File: src/rtl/ctrl_pkg.sv
// Shared types and constants for the RV32I pipeline control block:
// ALU codes, decode control word, pipeline register layouts, forwarding helper.
package ctrl_pkg;

   localparam int ALU_W = 4;

   typedef enum logic [ALU_W-1:0] {
      ALU_ADD   = 4'd0,
      ALU_SUB   = 4'd1,
      ALU_AND   = 4'd2,
      ALU_OR    = 4'd3,
      ALU_XOR   = 4'd4,
      ALU_SLT   = 4'd5,
      ALU_SLTU  = 4'd6,
      ALU_SLL   = 4'd7,
      ALU_SRL   = 4'd8,
      ALU_SRA   = 4'd9,
      ALU_MUL   = 4'd10,
      ALU_PASSB = 4'd11
   } alu_ctrl_t;

   localparam logic [1:0] RES_ALU = 2'b00;
   localparam logic [1:0] RES_MEM = 2'b01;
   localparam logic [1:0] RES_PC4 = 2'b10;

   localparam logic [2:0] IMM_I = 3'b000;
   localparam logic [2:0] IMM_S = 3'b001;
   localparam logic [2:0] IMM_B = 3'b010;
   localparam logic [2:0] IMM_J = 3'b011;
   localparam logic [2:0] IMM_U = 3'b100;

   localparam logic [1:0] FWD_RF  = 2'b00;
   localparam logic [1:0] FWD_WB  = 2'b01;
   localparam logic [1:0] FWD_MEM = 2'b10;

   localparam logic [6:0] OP_R      = 7'b0110011;
   localparam logic [6:0] OP_I      = 7'b0010011;
   localparam logic [6:0] OP_LOAD   = 7'b0000011;
   localparam logic [6:0] OP_STORE  = 7'b0100011;
   localparam logic [6:0] OP_BRANCH = 7'b1100011;
   localparam logic [6:0] OP_JAL    = 7'b1101111;
   localparam logic [6:0] OP_JALR   = 7'b1100111;
   localparam logic [6:0] OP_LUI    = 7'b0110111;
   localparam logic [6:0] OP_AUIPC  = 7'b0010111;

   typedef struct packed {
      logic [1:0] result_src;
      logic       mem_write;
      alu_ctrl_t  alu_ctrl;
      logic       alu_src;
      logic [2:0] imm_src;
      logic       reg_write;
      logic       jump_src;
      logic       a_type;
      logic       jump;
      logic       branch;
      logic       illegal;
   } ctrl_word_t;

   localparam ctrl_word_t BUBBLE = '{
      result_src: RES_ALU, mem_write: 1'b0, alu_ctrl: ALU_ADD, alu_src: 1'b0,
      imm_src: IMM_I, reg_write: 1'b0, jump_src: 1'b0, a_type: 1'b0,
      jump: 1'b0, branch: 1'b0, illegal: 1'b0
   };

   typedef struct packed {
      ctrl_word_t ctrl;
      logic [2:0] funct3;
      logic [4:0] rs1;
      logic [4:0] rs2;
      logic [4:0] rd;
   } id_ex_t;

   typedef struct packed {
      logic [4:0] rd;
      logic       reg_write;
      logic       mem_write;
      logic [1:0] result_src;
   } ex_mem_t;

   typedef struct packed {
      logic [4:0] rd;
      logic       reg_write;
      logic [1:0] result_src;
   } mem_wb_t;

   localparam id_ex_t ID_EX_RST = '{
      ctrl: BUBBLE, funct3: 3'd0, rs1: 5'd0, rs2: 5'd0, rd: 5'd0
   };
   localparam ex_mem_t EX_MEM_RST = '{
      rd: 5'd0, reg_write: 1'b0, mem_write: 1'b0, result_src: RES_ALU
   };
   localparam mem_wb_t MEM_WB_RST = '{
      rd: 5'd0, reg_write: 1'b0, result_src: RES_ALU
   };

   // MEM result is newer than WB, so it wins; x0 is hardwired and never forwarded.
   function automatic logic [1:0] fwd_sel(input logic [4:0] rs,
                                          input logic       rw_m,
                                          input logic [4:0] rd_m,
                                          input logic       rw_w,
                                          input logic [4:0] rd_w);
      if (rw_m && (rd_m != 5'd0) && (rd_m == rs))
         return FWD_MEM;
      else if (rw_w && (rd_w != 5'd0) && (rd_w == rs))
         return FWD_WB;
      else
         return FWD_RF;
   endfunction

endpackage

File: src/rtl/ctrl_pipeline_if.sv
// Decode-side instruction/branch inputs and stage-aligned control outputs
// of the pipeline control block.
interface ctrl_pipeline_if #(
   parameter int WIDTH      = 32,
   parameter int ALU_CTRL_W = 4
);
   logic [WIDTH-1:0]      instr_d;
   logic                  pc_src_e;
   logic [2:0]            imm_src_d;
   logic [ALU_CTRL_W-1:0] alu_ctrl_e;
   logic                  alu_src_e;
   logic                  a_type_e;
   logic                  jump_src_e;
   logic                  branch_e;
   logic                  jump_e;
   logic [2:0]            funct3_e;
   logic                  mem_write_m;
   logic [1:0]            result_src_w;
   logic                  reg_write_w;
   logic                  stall_f;
   logic                  stall_d;
   logic                  flush_d;
   logic                  flush_e;
   logic [1:0]            forward_a_e;
   logic [1:0]            forward_b_e;
   logic                  illegal_e;

   modport master (
      output instr_d, pc_src_e,
      input  imm_src_d, alu_ctrl_e, alu_src_e, a_type_e, jump_src_e, branch_e,
             jump_e, funct3_e, mem_write_m, result_src_w, reg_write_w, stall_f,
             stall_d, flush_d, flush_e, forward_a_e, forward_b_e, illegal_e
   );

   modport slave (
      input  instr_d, pc_src_e,
      output imm_src_d, alu_ctrl_e, alu_src_e, a_type_e, jump_src_e, branch_e,
             jump_e, funct3_e, mem_write_m, result_src_w, reg_write_w, stall_f,
             stall_d, flush_d, flush_e, forward_a_e, forward_b_e, illegal_e
   );
endinterface

File: src/rtl/rv_decoder.sv
// RV32I (+ optional MUL) instruction decoder: instruction word to control word.
// Anything unrecognised becomes a bubble with the illegal flag set.
module rv_decoder
   import ctrl_pkg::*;
#(
   parameter int WIDTH    = 32,
   parameter bit ENABLE_M = 1'b0
) (
   input  logic [WIDTH-1:0] instr,
   output ctrl_word_t       ctrl
);
   logic [6:0] opcode;
   logic [6:0] funct7;
   logic [2:0] funct3;
   logic       legal;
   ctrl_word_t c;
   logic       unused_fields;

   assign opcode        = instr[6:0];
   assign funct3        = instr[14:12];
   assign funct7        = instr[31:25];
   assign unused_fields = ^{instr[24:15], instr[11:7]};

   always_comb begin
      c     = BUBBLE;
      legal = 1'b1;
      case (opcode)
         OP_R: begin
            c.reg_write = 1'b1;
            case ({funct7, funct3})
               {7'b0000000, 3'b000}: c.alu_ctrl = ALU_ADD;
               {7'b0100000, 3'b000}: c.alu_ctrl = ALU_SUB;
               {7'b0000000, 3'b001}: c.alu_ctrl = ALU_SLL;
               {7'b0000000, 3'b010}: c.alu_ctrl = ALU_SLT;
               {7'b0000000, 3'b011}: c.alu_ctrl = ALU_SLTU;
               {7'b0000000, 3'b100}: c.alu_ctrl = ALU_XOR;
               {7'b0000000, 3'b101}: c.alu_ctrl = ALU_SRL;
               {7'b0100000, 3'b101}: c.alu_ctrl = ALU_SRA;
               {7'b0000000, 3'b110}: c.alu_ctrl = ALU_OR;
               {7'b0000000, 3'b111}: c.alu_ctrl = ALU_AND;
               {7'b0000001, 3'b000}: begin
                  if (ENABLE_M) c.alu_ctrl = ALU_MUL;
                  else          legal      = 1'b0;
               end
               default: legal = 1'b0;
            endcase
         end
         OP_I: begin
            c.reg_write = 1'b1;
            c.alu_src   = 1'b1;
            c.imm_src   = IMM_I;
            case (funct3)
               3'b000: c.alu_ctrl = ALU_ADD;
               3'b010: c.alu_ctrl = ALU_SLT;
               3'b011: c.alu_ctrl = ALU_SLTU;
               3'b100: c.alu_ctrl = ALU_XOR;
               3'b110: c.alu_ctrl = ALU_OR;
               3'b111: c.alu_ctrl = ALU_AND;
               3'b001: begin
                  if (funct7 == 7'b0000000) c.alu_ctrl = ALU_SLL;
                  else                      legal      = 1'b0;
               end
               default: begin
                  if (funct7 == 7'b0000000)      c.alu_ctrl = ALU_SRL;
                  else if (funct7 == 7'b0100000) c.alu_ctrl = ALU_SRA;
                  else                           legal      = 1'b0;
               end
            endcase
         end
         OP_LOAD: begin
            c.reg_write  = 1'b1;
            c.alu_src    = 1'b1;
            c.imm_src    = IMM_I;
            c.result_src = RES_MEM;
            if (funct3 == 3'b011 || funct3 == 3'b110 || funct3 == 3'b111) legal = 1'b0;
         end
         OP_STORE: begin
            c.mem_write = 1'b1;
            c.alu_src   = 1'b1;
            c.imm_src   = IMM_S;
            if (funct3[2] || funct3 == 3'b011) legal = 1'b0;
         end
         OP_BRANCH: begin
            c.branch   = 1'b1;
            c.imm_src  = IMM_B;
            c.alu_ctrl = ALU_SUB;
            if (funct3 == 3'b010 || funct3 == 3'b011) legal = 1'b0;
         end
         OP_JAL: begin
            c.jump       = 1'b1;
            c.reg_write  = 1'b1;
            c.imm_src    = IMM_J;
            c.result_src = RES_PC4;
         end
         OP_JALR: begin
            // target comes from the ALU (rs1 + imm) rather than PC + imm
            c.jump       = 1'b1;
            c.jump_src   = 1'b1;
            c.reg_write  = 1'b1;
            c.alu_src    = 1'b1;
            c.imm_src    = IMM_I;
            c.result_src = RES_PC4;
            if (funct3 != 3'b000) legal = 1'b0;
         end
         OP_LUI: begin
            c.reg_write = 1'b1;
            c.alu_src   = 1'b1;
            c.imm_src   = IMM_U;
            c.alu_ctrl  = ALU_PASSB;
         end
         OP_AUIPC: begin
            c.reg_write = 1'b1;
            c.alu_src   = 1'b1;
            c.a_type    = 1'b1;
            c.imm_src   = IMM_U;
         end
         default: legal = 1'b0;
      endcase
      if (!legal) begin
         c         = BUBBLE;
         c.illegal = 1'b1;
      end
   end

   assign ctrl = c;

endmodule

File: src/rtl/ctrl_pipeline.sv
// Pipelined control/hazard unit: carries decoded controls through ID/EX, EX/MEM
// and MEM/WB and produces load-use stalls, branch flushes and EX forward selects.
module ctrl_pipeline
   import ctrl_pkg::*;
#(
   parameter int WIDTH      = 32,
   parameter int ALU_CTRL_W = 4,
   parameter bit ENABLE_M   = 1'b0
) (
   input  logic           clk,
   input  logic           rst,
   ctrl_pipeline_if.slave bus
);
   ctrl_word_t dec_ctrl;
   id_ex_t     id_ex_d, id_ex_q;
   ex_mem_t    ex_mem_d, ex_mem_q;
   mem_wb_t    mem_wb_d, mem_wb_q;
   logic [4:0] rs1_d, rs2_d, rd_d;
   logic       load_use;
   logic       flush_e;
   logic       unused_imm;

   rv_decoder #(
      .WIDTH    (WIDTH),
      .ENABLE_M (ENABLE_M)
   ) u_dec (
      .instr (bus.instr_d),
      .ctrl  (dec_ctrl)
   );

   assign rs1_d = bus.instr_d[19:15];
   assign rs2_d = bus.instr_d[24:20];
   assign rd_d  = bus.instr_d[11:7];

   assign load_use = (id_ex_q.ctrl.result_src == RES_MEM) && (id_ex_q.rd != 5'd0) &&
                     ((id_ex_q.rd == rs1_d) || (id_ex_q.rd == rs2_d));
   assign flush_e  = load_use || bus.pc_src_e;

   always_comb begin
      id_ex_d = ID_EX_RST;
      if (!flush_e) begin
         id_ex_d.ctrl   = dec_ctrl;
         id_ex_d.funct3 = bus.instr_d[14:12];
         id_ex_d.rs1    = rs1_d;
         id_ex_d.rs2    = rs2_d;
         id_ex_d.rd     = rd_d;
      end
      ex_mem_d = '{rd: id_ex_q.rd, reg_write: id_ex_q.ctrl.reg_write,
                   mem_write: id_ex_q.ctrl.mem_write, result_src: id_ex_q.ctrl.result_src};
      mem_wb_d = '{rd: ex_mem_q.rd, reg_write: ex_mem_q.reg_write,
                   result_src: ex_mem_q.result_src};
   end

   always_ff @(posedge clk) begin
      if (rst) begin
         id_ex_q  <= ID_EX_RST;
         ex_mem_q <= EX_MEM_RST;
         mem_wb_q <= MEM_WB_RST;
      end else begin
         id_ex_q  <= id_ex_d;
         ex_mem_q <= ex_mem_d;
         mem_wb_q <= mem_wb_d;
      end
   end

   // imm_src is consumed in Decode only; the EX copy is carried but not used
   assign unused_imm = ^id_ex_q.ctrl.imm_src;

   assign bus.imm_src_d    = dec_ctrl.imm_src;
   assign bus.alu_ctrl_e   = ALU_CTRL_W'(id_ex_q.ctrl.alu_ctrl);
   assign bus.alu_src_e    = id_ex_q.ctrl.alu_src;
   assign bus.a_type_e     = id_ex_q.ctrl.a_type;
   assign bus.jump_src_e   = id_ex_q.ctrl.jump_src;
   assign bus.branch_e     = id_ex_q.ctrl.branch;
   assign bus.jump_e       = id_ex_q.ctrl.jump;
   assign bus.funct3_e     = id_ex_q.funct3;
   assign bus.illegal_e    = id_ex_q.ctrl.illegal;
   assign bus.mem_write_m  = ex_mem_q.mem_write;
   assign bus.result_src_w = mem_wb_q.result_src;
   assign bus.reg_write_w  = mem_wb_q.reg_write;

   // a coinciding branch flush cancels the stall so the wrong-path fetch is dropped
   assign bus.stall_f = load_use && !bus.pc_src_e;
   assign bus.stall_d = load_use && !bus.pc_src_e;
   assign bus.flush_d = bus.pc_src_e;
   assign bus.flush_e = flush_e;

   assign bus.forward_a_e = fwd_sel(id_ex_q.rs1, ex_mem_q.reg_write, ex_mem_q.rd,
                                    mem_wb_q.reg_write, mem_wb_q.rd);
   assign bus.forward_b_e = fwd_sel(id_ex_q.rs2, ex_mem_q.reg_write, ex_mem_q.rd,
                                    mem_wb_q.reg_write, mem_wb_q.rd);

endmodule

File: src/flat_wrapper.sv
// flat-port wrapper written by rule: the top's interface ports become plain ports
module ctrl_pipeline_flat import ctrl_pkg::*;
#(
   parameter int WIDTH      = 32,
   parameter int ALU_CTRL_W = 4,
   parameter bit ENABLE_M   = 1'b0
)
  (clk, rst, bus_instr_d, bus_pc_src_e, bus_imm_src_d, bus_alu_ctrl_e, bus_alu_src_e, bus_a_type_e, bus_jump_src_e, bus_branch_e, bus_jump_e, bus_funct3_e, bus_mem_write_m, bus_result_src_w, bus_reg_write_w, bus_stall_f, bus_stall_d, bus_flush_d, bus_flush_e, bus_forward_a_e, bus_forward_b_e, bus_illegal_e);
  ctrl_pipeline_if #(.WIDTH(WIDTH), .ALU_CTRL_W(ALU_CTRL_W)) bus_i ();
  input  logic clk;
  input  logic rst;
  input wire logic [$bits(bus_i.instr_d)-1:0] bus_instr_d;
  input wire logic [$bits(bus_i.pc_src_e)-1:0] bus_pc_src_e;
  output wire logic [$bits(bus_i.imm_src_d)-1:0] bus_imm_src_d;
  output wire logic [$bits(bus_i.alu_ctrl_e)-1:0] bus_alu_ctrl_e;
  output wire logic [$bits(bus_i.alu_src_e)-1:0] bus_alu_src_e;
  output wire logic [$bits(bus_i.a_type_e)-1:0] bus_a_type_e;
  output wire logic [$bits(bus_i.jump_src_e)-1:0] bus_jump_src_e;
  output wire logic [$bits(bus_i.branch_e)-1:0] bus_branch_e;
  output wire logic [$bits(bus_i.jump_e)-1:0] bus_jump_e;
  output wire logic [$bits(bus_i.funct3_e)-1:0] bus_funct3_e;
  output wire logic [$bits(bus_i.mem_write_m)-1:0] bus_mem_write_m;
  output wire logic [$bits(bus_i.result_src_w)-1:0] bus_result_src_w;
  output wire logic [$bits(bus_i.reg_write_w)-1:0] bus_reg_write_w;
  output wire logic [$bits(bus_i.stall_f)-1:0] bus_stall_f;
  output wire logic [$bits(bus_i.stall_d)-1:0] bus_stall_d;
  output wire logic [$bits(bus_i.flush_d)-1:0] bus_flush_d;
  output wire logic [$bits(bus_i.flush_e)-1:0] bus_flush_e;
  output wire logic [$bits(bus_i.forward_a_e)-1:0] bus_forward_a_e;
  output wire logic [$bits(bus_i.forward_b_e)-1:0] bus_forward_b_e;
  output wire logic [$bits(bus_i.illegal_e)-1:0] bus_illegal_e;
  assign bus_i.instr_d = bus_instr_d;
  assign bus_i.pc_src_e = bus_pc_src_e;
  assign bus_imm_src_d = bus_i.imm_src_d;
  assign bus_alu_ctrl_e = bus_i.alu_ctrl_e;
  assign bus_alu_src_e = bus_i.alu_src_e;
  assign bus_a_type_e = bus_i.a_type_e;
  assign bus_jump_src_e = bus_i.jump_src_e;
  assign bus_branch_e = bus_i.branch_e;
  assign bus_jump_e = bus_i.jump_e;
  assign bus_funct3_e = bus_i.funct3_e;
  assign bus_mem_write_m = bus_i.mem_write_m;
  assign bus_result_src_w = bus_i.result_src_w;
  assign bus_reg_write_w = bus_i.reg_write_w;
  assign bus_stall_f = bus_i.stall_f;
  assign bus_stall_d = bus_i.stall_d;
  assign bus_flush_d = bus_i.flush_d;
  assign bus_flush_e = bus_i.flush_e;
  assign bus_forward_a_e = bus_i.forward_a_e;
  assign bus_forward_b_e = bus_i.forward_b_e;
  assign bus_illegal_e = bus_i.illegal_e;
  ctrl_pipeline #(.WIDTH(WIDTH), .ALU_CTRL_W(ALU_CTRL_W), .ENABLE_M(ENABLE_M)) u_core (.clk(clk), .rst(rst), .bus(bus_i));
endmodule
File: config.mk
export PLATFORM = sky130hd
export DESIGN_NAME = ctrl_pipeline_flat
export DESIGN_NICKNAME = d
export VERILOG_FILES = /design/src/rtl/ctrl_pkg.sv /design/src/rtl/ctrl_pipeline_if.sv /design/src/rtl/rv_decoder.sv /design/src/rtl/ctrl_pipeline.sv /design/src/flat_wrapper.sv
export SDC_FILE = /design/constraint.sdc
export NUM_CORES = 1
export LEC_CHECK = 0
export CAP_MARGIN = 20
export CORE_MARGIN = 1
export CORE_UTILIZATION = 49
export DETAILED_ROUTE_END_ITERATION = 12
export PLACE_DENSITY = 0.8
export SLEW_MARGIN = 20
export SYNTH_ARGS = -nofsm -noshare
export SYNTH_HDL_FRONTEND = slang
export SYNTH_SLANG_ARGS = --single-unit
File: constraint.sdc
create_clock -name clk -period 1.8 [get_ports clk]
set_clock_uncertainty 0.1 [all_clocks]
set_input_delay 0.18 -clock clk [delete_from_list [all_inputs] [get_ports clk]]
set_output_delay 0.18 -clock clk [all_outputs]
set_load 0.02 [all_outputs]
Word level (Yosys, flattened, before mapping)
Cells that the tools add are included.
{ "classes": {"eq_ne": 32, "n_mux": 30, "bitwise": 1, "n_reduce_logical": 32} }
{ "op_table": {"columns": ["op", "count"], "rows": [
  ["equality test 10 x 3 -> 1 bit, second input constant", 4],
  ["one-hot mux 4 bit (9 select lines)", 1],
  ["equality test 5 bit", 6],
  ["equality test 7 x 6 -> 1 bit, second input constant", 4],
  ["one-hot mux 4 bit (7 select lines)", 1],
  ["equality test 7 bit, second input constant", 3],
  ["equality test 10 x 2 -> 1 bit, second input constant", 2],
  ["equality test 10 x 9 -> 1 bit, second input constant", 2],
  ["2-to-1 mux 1 bit", 17],
  ["one-hot mux 4 bit (4 select lines)", 1],
  ["nonzero test 5 bit", 3],
  ["equality test 7 x 5 -> 1 bit, second input constant", 2],
  ["one-hot mux 3 bit (4 select lines)", 1],
  ["OR reduction 6 bit", 2],
  ["equality test 10 x 1 -> 1 bit, second input constant", 1],
  ["logical NOT 10 bit", 1],
  ["OR reduction 10 bit", 1],
  ["equality test 3 bit, second input constant", 3],
  ["logical AND 1 bit", 9],
  ["2-to-1 mux 9 bit", 1],
  ["2-to-1 mux 4 bit", 2],
  ["equality test 7 x 2 -> 1 bit, second input constant", 1],
  ["logical NOT 7 bit", 1],
  ["one-hot mux 1 bit (7 select lines)", 1],
  ["15 further kinds", 25]
]} }
{ "totals": {"regBits": 49, "input_bits": 35, "output_inout_bits": 28, "word_cells": 116} }

Longest topological paths before layout
Gate-level depths: netlist of run 1.
{ "logic_depth": {"depth_word": 7, "depth_mapped": 8, "mapped_depth_nobuf": 5} }

By module
A second synthesis of run 1 with hierarchy kept.
{ "hier_totals": {"cells_unflattened": 294, "hier_area_um2": 2526.2} }
{ "by_module_without_submodules": {"columns": ["module", "instances", "cells_each", "area_per_inst_um2", "seq_area_each_um2"], "rows": [
  ["ctrl_pipeline", 1, 204, 1935.6, 980.9],
  ["rv_decoder", 1, 90, 590.6, 0.0]
]} }

Worst setup path after synthesis of run 1
OpenSTA, ideal clock, no wires.
{ "synth_timing": {"path_kind": "register -> output", "startpoint": "register u_core.ex_mem_q[4] (netlist name)", "endpoint": "output port bus_forward_a_e[0]", "arrival_ps": 1880, "t_required_ps": 1520, "slack_ps": -360, "path_stages_with_launch": 5, "path_buffers": 0, "cell_sequence": "dfxtp_1 -> or4_1 -> o21ai_1 -> nor4_1 -> nor4_1"} }
{ "synth_via": {"elab_chain_len": 4, "elab_cells_between_ends": 5, "cone_classes": "eq/ne: 1; mux: 1; reduce/logical: 3"} }
{ "synth_rtl": {"columns": ["item", "line_no", "source"], "rows": [
  ["from (decl)", "ctrl_pipeline.sv:16", "ex_mem_t ex_mem_d, ex_mem_q;"],
  ["from (signal assigned)", "ctrl_pipeline.sv:61", "ex_mem_q <= ex_mem_d;"],
  ["nonzero test 5 bit", "ctrl_pkg.sv:103", "if (rw_m && (rd_m != 5'd0) && (rd_m == rs))"],
  ["logical AND 1 bit", "ctrl_pkg.sv:103", null],
  ["logical AND 1 bit *", "ctrl_pkg.sv:103", null],
  ["2-to-1 mux 2 bit *", "ctrl_pkg.sv:103", null],
  ["to (decl)", "flat_wrapper.sv:29", "output wire logic [$bits(bus_i.forward_a_e)-1:0] bus_forward_a_e;"]
]} }
Mark *: on every way between the ends. The rest lies on a longest branch, timed or not.

Worst setup path after layout of run 1
Ends and elaborated chain as after synthesis.

==> key figures, run 1 <==
Routing
  • DR iter-0 viols: 74
  • Vias/cell: 5.15
  • Pre-antenna DRT Iters: 4
  • Via count: 2252
  • Wire per inst: 16.8 um
  • Final wirelength: 7.34 mm
  • Drc violations: 0
  • Antenna viol nets, final: 0

Global routing
  • Remaining global-route overflow: 0
  • First-pass GRT wire length: 9.94 mm
  • Gr usage total: 25.0%
  • Vias in the first global route: 2185
  • Antenna violations before repair: 0
  • Pin count of the biggest net entering global routing: 19

Clocking
  • Inserted Clock Buffers: 5
  • CTS Sinks: 49
  • Clk_lat worst skew: 0.31 ns
  • H-tree depth: 2
  • CTS Root Cell: clkbuf_8
  • TritonCTS clock tree: yes
  • Clock transition at the registers of the reported paths: 0.09 ns
  • CTS Buffer Depth: 2
  • Cts hold-fix bufs: 0

Logic synthesis
  • Synth cell types: 51
  • Syn avg cell area: 9.80 um2
  • Top cells by area, synth: dfxtp_1, xnor2_1, nor2b_1
  • Post-synth net total: 285
  • Mapped cell area: 2450 um2
  • Synth Flop Type: dfxtp_1
  • Synth Register Bits: 49
  • Seq/Total Area, Yosys: 40.0%
  • Number of synthesized flops with an enable pin: 0
  • Share of the synthesized area in the top cell type: 40.0%
  • Post-synth top cells: dfxtp_1, nor2b_1, and2_1, xnor2_1, buf_4
  • Async S/R FF share, synth: 0%
  • Leading area contributor after synthesis: dfxtp_1
  • Post-Syn Instances: 250
  • Most common cell in the netlist: dfxtp_1
  • Ys Warns: 0

Floorplanning
  • Core Footprint: 4750 um2
  • Die area: 5290 um2
  • Starting density of the core: 51.5%
  • Rows: 25
  • Die X: 72.7 um
  • Die Y: 72.7 um
  • IO Pins: 63

Timing
  • Worst Tran Pin Value: 0.366 ns
  • # setup viols final: 7
  • RSZ-0062 raised after global routing: true
  • Min Tclk post-route: 2.12 ns
  • Relative slew margins: 75.5%
  • Setup WS post-layout: -0.317 ns
  • Period utilisation layout: 118%
  • Final Slew Violations: 0
  • Final hold vios: 0
  • Fmax: 0.472 GHz

Worst setup path
  • Worst Path Required: 1.52 ns
  • Crit path DAT: 1.84 ns
  • Worst setup path class: register to output pin
  • R2R depth: 6
  • CP Launch Type: register
  • Worst Setup End Kind: output pin
  • CP max FO: 2

Power
  • Switching Share: 26.7%
  • Logic pwr share: 20.1%
  • Peak VDD IR: 0.000288 V
  • Sequential cell fraction of total power: 49.9%
  • Static leakage: 1.67 nW
  • Int Pwr: 0.00166 W
  • Pwr dens: 571 nW/um2
  • Clock share of power: 30.0%
  • Sw power: 0.000604 W

Finish
  • N_diodes: 0
  • Share of post-route cells with drive strength above 1: 47.8%
  • Synth-to-Final Area Change: 61.8%
  • Fillers: 264
  • Nets: 404
  • Fin cells: 437
  • Fin util: 83.4%

Place
  • Dpl hpwl: 4.33 mm
  • Placed cells: 418
  • Routability Congestion: 0.899
  • Number of buffers added on ports: 62

Hold path
  • WHS Path Cells: 3
  • Worst Hold Class: input pin to register

Job
  • Max-cap violations: 0

Status
  • Violated checks: negative setup slack
  • Outcome: finished, violations left
## through the flow
step	total power (W)	setup slack [ns]	TNS, ns	hold slack, ns	cell area, um2
after global placement	0.00150	-0.721	-12.51	0.319	3480
after detailed placement	0.00151	-0.776	-14.06	0.321	3480
final	0.00226	-0.317	-1.17	0.113	3960
after global routing	0.00233	-0.351	-1.64	0.115	3960
after CTS	0.00219	-0.272	-0.967	0.173	3760
after floorplan	0.00133	0.00627	0	0.149	2480
## layout make-up
| type | count | area, um2 | share of cell area, % |
|---|---|---|---|
| Clock buffer | 6 | 82.6 | 2.08 |
| Inverter | 4 | 15.0 | 0.379 |
| Timing Repair Buffer | 137 | 1180 | 29.7 |
| Clock inverter | 2 | 13.8 | 0.347 |
| Sequential cell | 49 | 1000 | 25.3 |
| Multi-Input combinational cell | 172 | 1590 | 40.1 |
| Tap cell | 67 | 83.8 | 2.11 |
## placed cells by master, fill, tap and decap left out, types with 7 or more instances in the layout
master,Yosys,final
buf_4,15,71
dfxtp_1,49,38
clkdlybuf4s50_1,0,31
nor2b_1,21,19
and2_1,19,18
xnor2_2,0,13
xor2_1,13,12
dlygate4sd2_1,0,11
buf_6,3,11
nor2_1,13,10
nand2_1,12,9
a211oi_2,7,8
dfxtp_2,0,8
o21ai_0,8,7
clkbuf_2,0,7
## sequential cells by signal, indices dropped and copies added, names as in the netlist, 2 cells and up
| signal | cells |
|---|---|
| u_core.bus.result_src_w | 2 |
| u_core.ex_mem_q | 8 |
| u_core.mem_wb_q | 5 |
| u_core.bus.funct3_e | 3 |
| u_core.ex_mem_d | 9 |
| u_core.id_ex_q | 10 |
| u_core.bus.alu_ctrl_e | 4 |
## routing by layer
metal | wire length, um | global-route usage [%] | vias to the layer above
li1 | - | - | 1074
met2 | 4210 | 50.8 | 64
met5 | 0 | 0 | -
met1 | 2700 | 24.1 | 1093
met4 | 218 | 13.1 | 0
met3 | 208 | 3.04 | 21
## power groups by stage
stage               logic, W  clock network, W  registers (W)
detailed placement  0.000365                 0        0.00115
CTS                 0.000392          0.000676        0.00112
global placement    0.000357                 0        0.00115
floorplan           0.000177                 0        0.00115
global route        0.000478          0.000718        0.00113
finish              0.000454          0.000679        0.00113
## critical path, stage by stage, from the launching register on
cell and delay [ns]:
dfxtp_1 0.33, or4_4 0.55, o21ai_4 0.25, nor4_4 0.09, nor4_4 0.13, buf_4 0.18
## cells by family after synthesis
family,after synthesis,share of synthesized area (%)
AOI/OAI and AO/OA,38,15.2
xor gates and xnor gates,32,11.4
buffers and inverters,29,8.27
DFF,49,40.0
muxes,2,0.817
and+or+nand+nor,100,24.2
## what timing repair did
action                                  CTS  global route
resized for setup                       103            52
endpoints found under the setup margin   30            21
gates cloned                              0             0
buffers inserted                          9             3
pin swaps                                22            25
## path summary, 6_finish.rpt
check                               end  slack, ns                from
min               u_core.bus.jump_src_e       0.11      bus_instr_d[3]
max                  bus_forward_a_e[0]      -0.32  u_core.ex_mem_q[4]
min reg2reg  u_core.bus.result_src_w[0]       0.34  u_core.ex_mem_q[0]
max reg2reg       u_core.bus.jump_src_e       0.02  u_core.ex_mem_d[7]
Power figures use the tool's default switching activity.
==> run 2, diff against run 1 <==
--- a/config.mk
+++ b/config.mk
@@ -10,6 +10,7 @@
 export CORE_UTILIZATION = 49
 export DETAILED_ROUTE_END_ITERATION = 12
 export PLACE_DENSITY = 0.8
+export SKIP_LAST_GASP = 1
 export SLEW_MARGIN = 20
 export SYNTH_ARGS = -nofsm -noshare
 export SYNTH_HDL_FRONTEND = slang
==> key figures, run 2 (synthesized netlist as in run 1, its figures left out) <==
Finish
  • Commonest non-fill, non-tap cells in the layout: buf_4, dfxtp_1, clkdlybuf4s50_1 (unchanged)
  • Fin cells: 437 (unchanged)
  • N_diodes: 0 (unchanged)
  • Biggest register: u_core.id_ex_q (unchanged)
  • Final instance area: 3960 um2 (about the same)
  • Most common cell after layout, fill and taps aside: buf_4 (unchanged)
  • Share of post-route cells with drive strength above 1: 47.6% (was 47.8%)
  • Synth-to-Final Area Change: 61.7% (was 61.8%)
  • Nets: 404 (unchanged)
  • Max reg flops: 10 (unchanged)

Timing
  • Min Tclk post-route: 2.10 ns (was 2.12 ns)
  • Fmax: 0.477 GHz (was 0.472 GHz)
  • Worst hold slack: 0.114 ns (was 0.113 ns)
  • Worst Tran Pin Value: 0.352 ns (was 0.366 ns)
  • Period utilisation layout: 117% (was 118%)
  • Final Slew Violations: 0 (unchanged)
  • Setup WS post-layout: -0.298 ns (was -0.317 ns)
  • Relative slew margins: 76.5% (was 75.5%)
  • RSZ-0062 raised after global routing: true (unchanged)
  • Final hold vios: 0 (unchanged)
  • # setup viols final: 7 (unchanged)

Global routing
  • Remaining global-route overflow: 0 (unchanged)
  • Antenna violations before repair: 0 (unchanged)
  • First-pass GRT wire length: 9.94 mm (unchanged)
  • Pin count of the biggest net entering global routing: 19 (unchanged)
  • Gr usage total: 25.0% (unchanged)
  • Vias in the first global route: 2185 (unchanged)

Floorplanning
  • Rows: 25 (unchanged)
  • Core Footprint: 4750 um2 (unchanged)
  • Starting density of the core: 51.5% (unchanged)
  • Die Y: 72.7 um (unchanged)
  • Die X: 72.7 um (unchanged)
  • Die area: 5290 um2 (unchanged)
  • IO Pins: 63 (unchanged)

Worst setup path
  • CP delay by family, top: simple AND/OR/NAND/NOR gates (unchanged)
  • Worst r2r src: u_core.ex_mem_d[7] (unchanged)
  • CP max FO: 2 (unchanged)
  • Crit path DAT: 1.82 ns (was 1.84 ns)
  • CP Launch Type: register (unchanged)
  • Critical path depth in cells: 4 (was 5)
  • Flop2flop setup slack: 0.01 ns (was 0.02 ns)
  • Critical path startpoint: u_core.id_ex_q[14] (was u_core.ex_mem_q[4])
  • Crit path cell chain: xor2_1 -> or4_4 -> nor4_4 -> buf_4 (was or4_4 -> o21ai_4 -> nor4_4 -> nor4_4 -> buf_4)
  • R2R depth: 6 (unchanged)
  • Worst setup path class: register to output pin (unchanged)
  • Slowest-stage cell, CP: or4_4 (unchanged)
  • Worst Path Required: 1.52 ns (about the same)
  • Largest stage delay on the critical path: 0.53 ns (was 0.55 ns)
  • Crit path to: bus_forward_a_e[0] (unchanged)
  • FF-to-FF End: u_core.bus.jump_src_e (unchanged)
  • Buf+Inv Stages, Crit Path: 1 (unchanged)
  • Worst Setup End Kind: output pin (unchanged)

Routing
  • Antenna viol nets, final: 0 (unchanged)
  • Drc violations: 0 (unchanged)
  • Via count: 2245 (was 2252)
  • DR iter-0 viols: 84 (was 74)
  • Vias/cell: 5.14 (was 5.15)
  • Pre-antenna DRT Iters: 4 (unchanged)
  • Final wirelength: 7.18 mm (was 7.34 mm)
  • Wire per inst: 16.4 um (was 16.8 um)

Clocking
  • CTS Root Cell: clkbuf_8 (unchanged)
  • Cts hold-fix bufs: 0 (unchanged)
  • Clock transition at the registers of the reported paths: 0.09 ns (about the same)
  • CTS Buffer Depth: 2 (unchanged)
  • TritonCTS clock tree: yes (unchanged)
  • Clk_lat worst skew: 0.30 ns (was 0.31 ns)
  • Inserted Clock Buffers: 5 (unchanged)
  • H-tree depth: 2 (unchanged)
  • CTS Sinks: 49 (unchanged)

Hold path
  • Worst Hold Class: input pin to register (unchanged)
  • WHS Path Cells: 3 (unchanged)

Place
  • Routability Congestion: 0.899 (unchanged)
  • Dpl hpwl: 4.33 mm (unchanged)
  • Number of buffers added on ports: 62 (unchanged)
  • DP Area: 3480 um2 (unchanged)
  • Placed cells: 418 (unchanged)
  • Post-place setup slack: -0.776 ns (unchanged)

Power
  • Peak VDD IR: 0.000290 V (was 0.000288 V)
  • Pwr dens: 571 nW/um2 (about the same)
  • Design Power: 0.00226 W (about the same)
  • Static leakage: 1.67 nW (about the same)

Status
  • Outcome: finished, violations left (unchanged)
  • Violated checks: negative setup slack (unchanged)

Job
  • Max-cap violations: 0 (unchanged)
==> run 2: cell count changes in the layout (fill, tap and decap cells not counted) <==
cell,before,now
dfxtp_1,38,39
dfxtp_2,8,7
==> run 2: final cells by class <==
cell class,instances,area (um2)
inverter,4,15.0
tap,67,83.8
timing repair buffer,137,1180
sequential,49,1000
clock inverter,2,13.8
clock buffer,6,82.6
multi-input combinational,172,1590
fill,266,792
==> run 2: worst min-delay path by stage <==
stage	start	to
2_1_floorplan	bus_instr_d[3]	u_core.bus.jump_src_e
3_3_place_gp	u_core.ex_mem_q[1]	u_core.bus.result_src_w[1]
3_5_place_dp	u_core.ex_mem_q[0]	u_core.bus.result_src_w[0]
4_1_cts	bus_instr_d[17]	u_core.id_ex_q[12]
5_1_grt	bus_instr_d[3]	u_core.bus.jump_src_e
6_report	bus_instr_d[3]	u_core.bus.jump_src_e
==> run 2: routing by layer <==
metal	routed length [um]	vias up	part of all wire, %	GRT usage (%)
met4	227	0	3.2	13.1
met2	4120	60	57	50.8
met3	177	21	2.5	3.04
met5	0	-	0	0
met1	2660	1087	37	24.1
li1	-	1077	-	-
==> run 2: worst register-to-register path, delay by kind of cell (launching register included) <==
kind            cells  cell delay (ns)
simple gates        2             0.18
compound gates      2             0.75
buf+inv             2             0.28
flops               1             0.39
==> run 2: timing repair <==
item | CTS | global route
resized for setup | 102 | 52
endpoints found under the setup margin | 30 | 21
gates cloned | 0 | 0
pin swaps | 21 | 25
buffers inserted | 9 | 3
==> run 2: per-stage QoR <==
| stage | TNS, ns | utilization [%] |
|---|---|---|
| 5_1_grt | -1.49 | 83.3 |
| 4_1_cts | -0.985 | 79.1 |
| 6_report | -1.02 | 83.3 |
| 2_1_floorplan | 0 | - |
| 3_3_place_gp | -12.51 | 73.2 |
| 3_5_place_dp | -14.06 | 73.2 |
==> run 2: report_power, final <==
group,leakage (nW),internal (W),switching (W)
Clock,0.0512,0.000312,0.000372
Sequential,0.404,0.00110,0.0000240
Combinational,1.21,0.000242,0.000210
Total,1.67,0.00166,0.000606
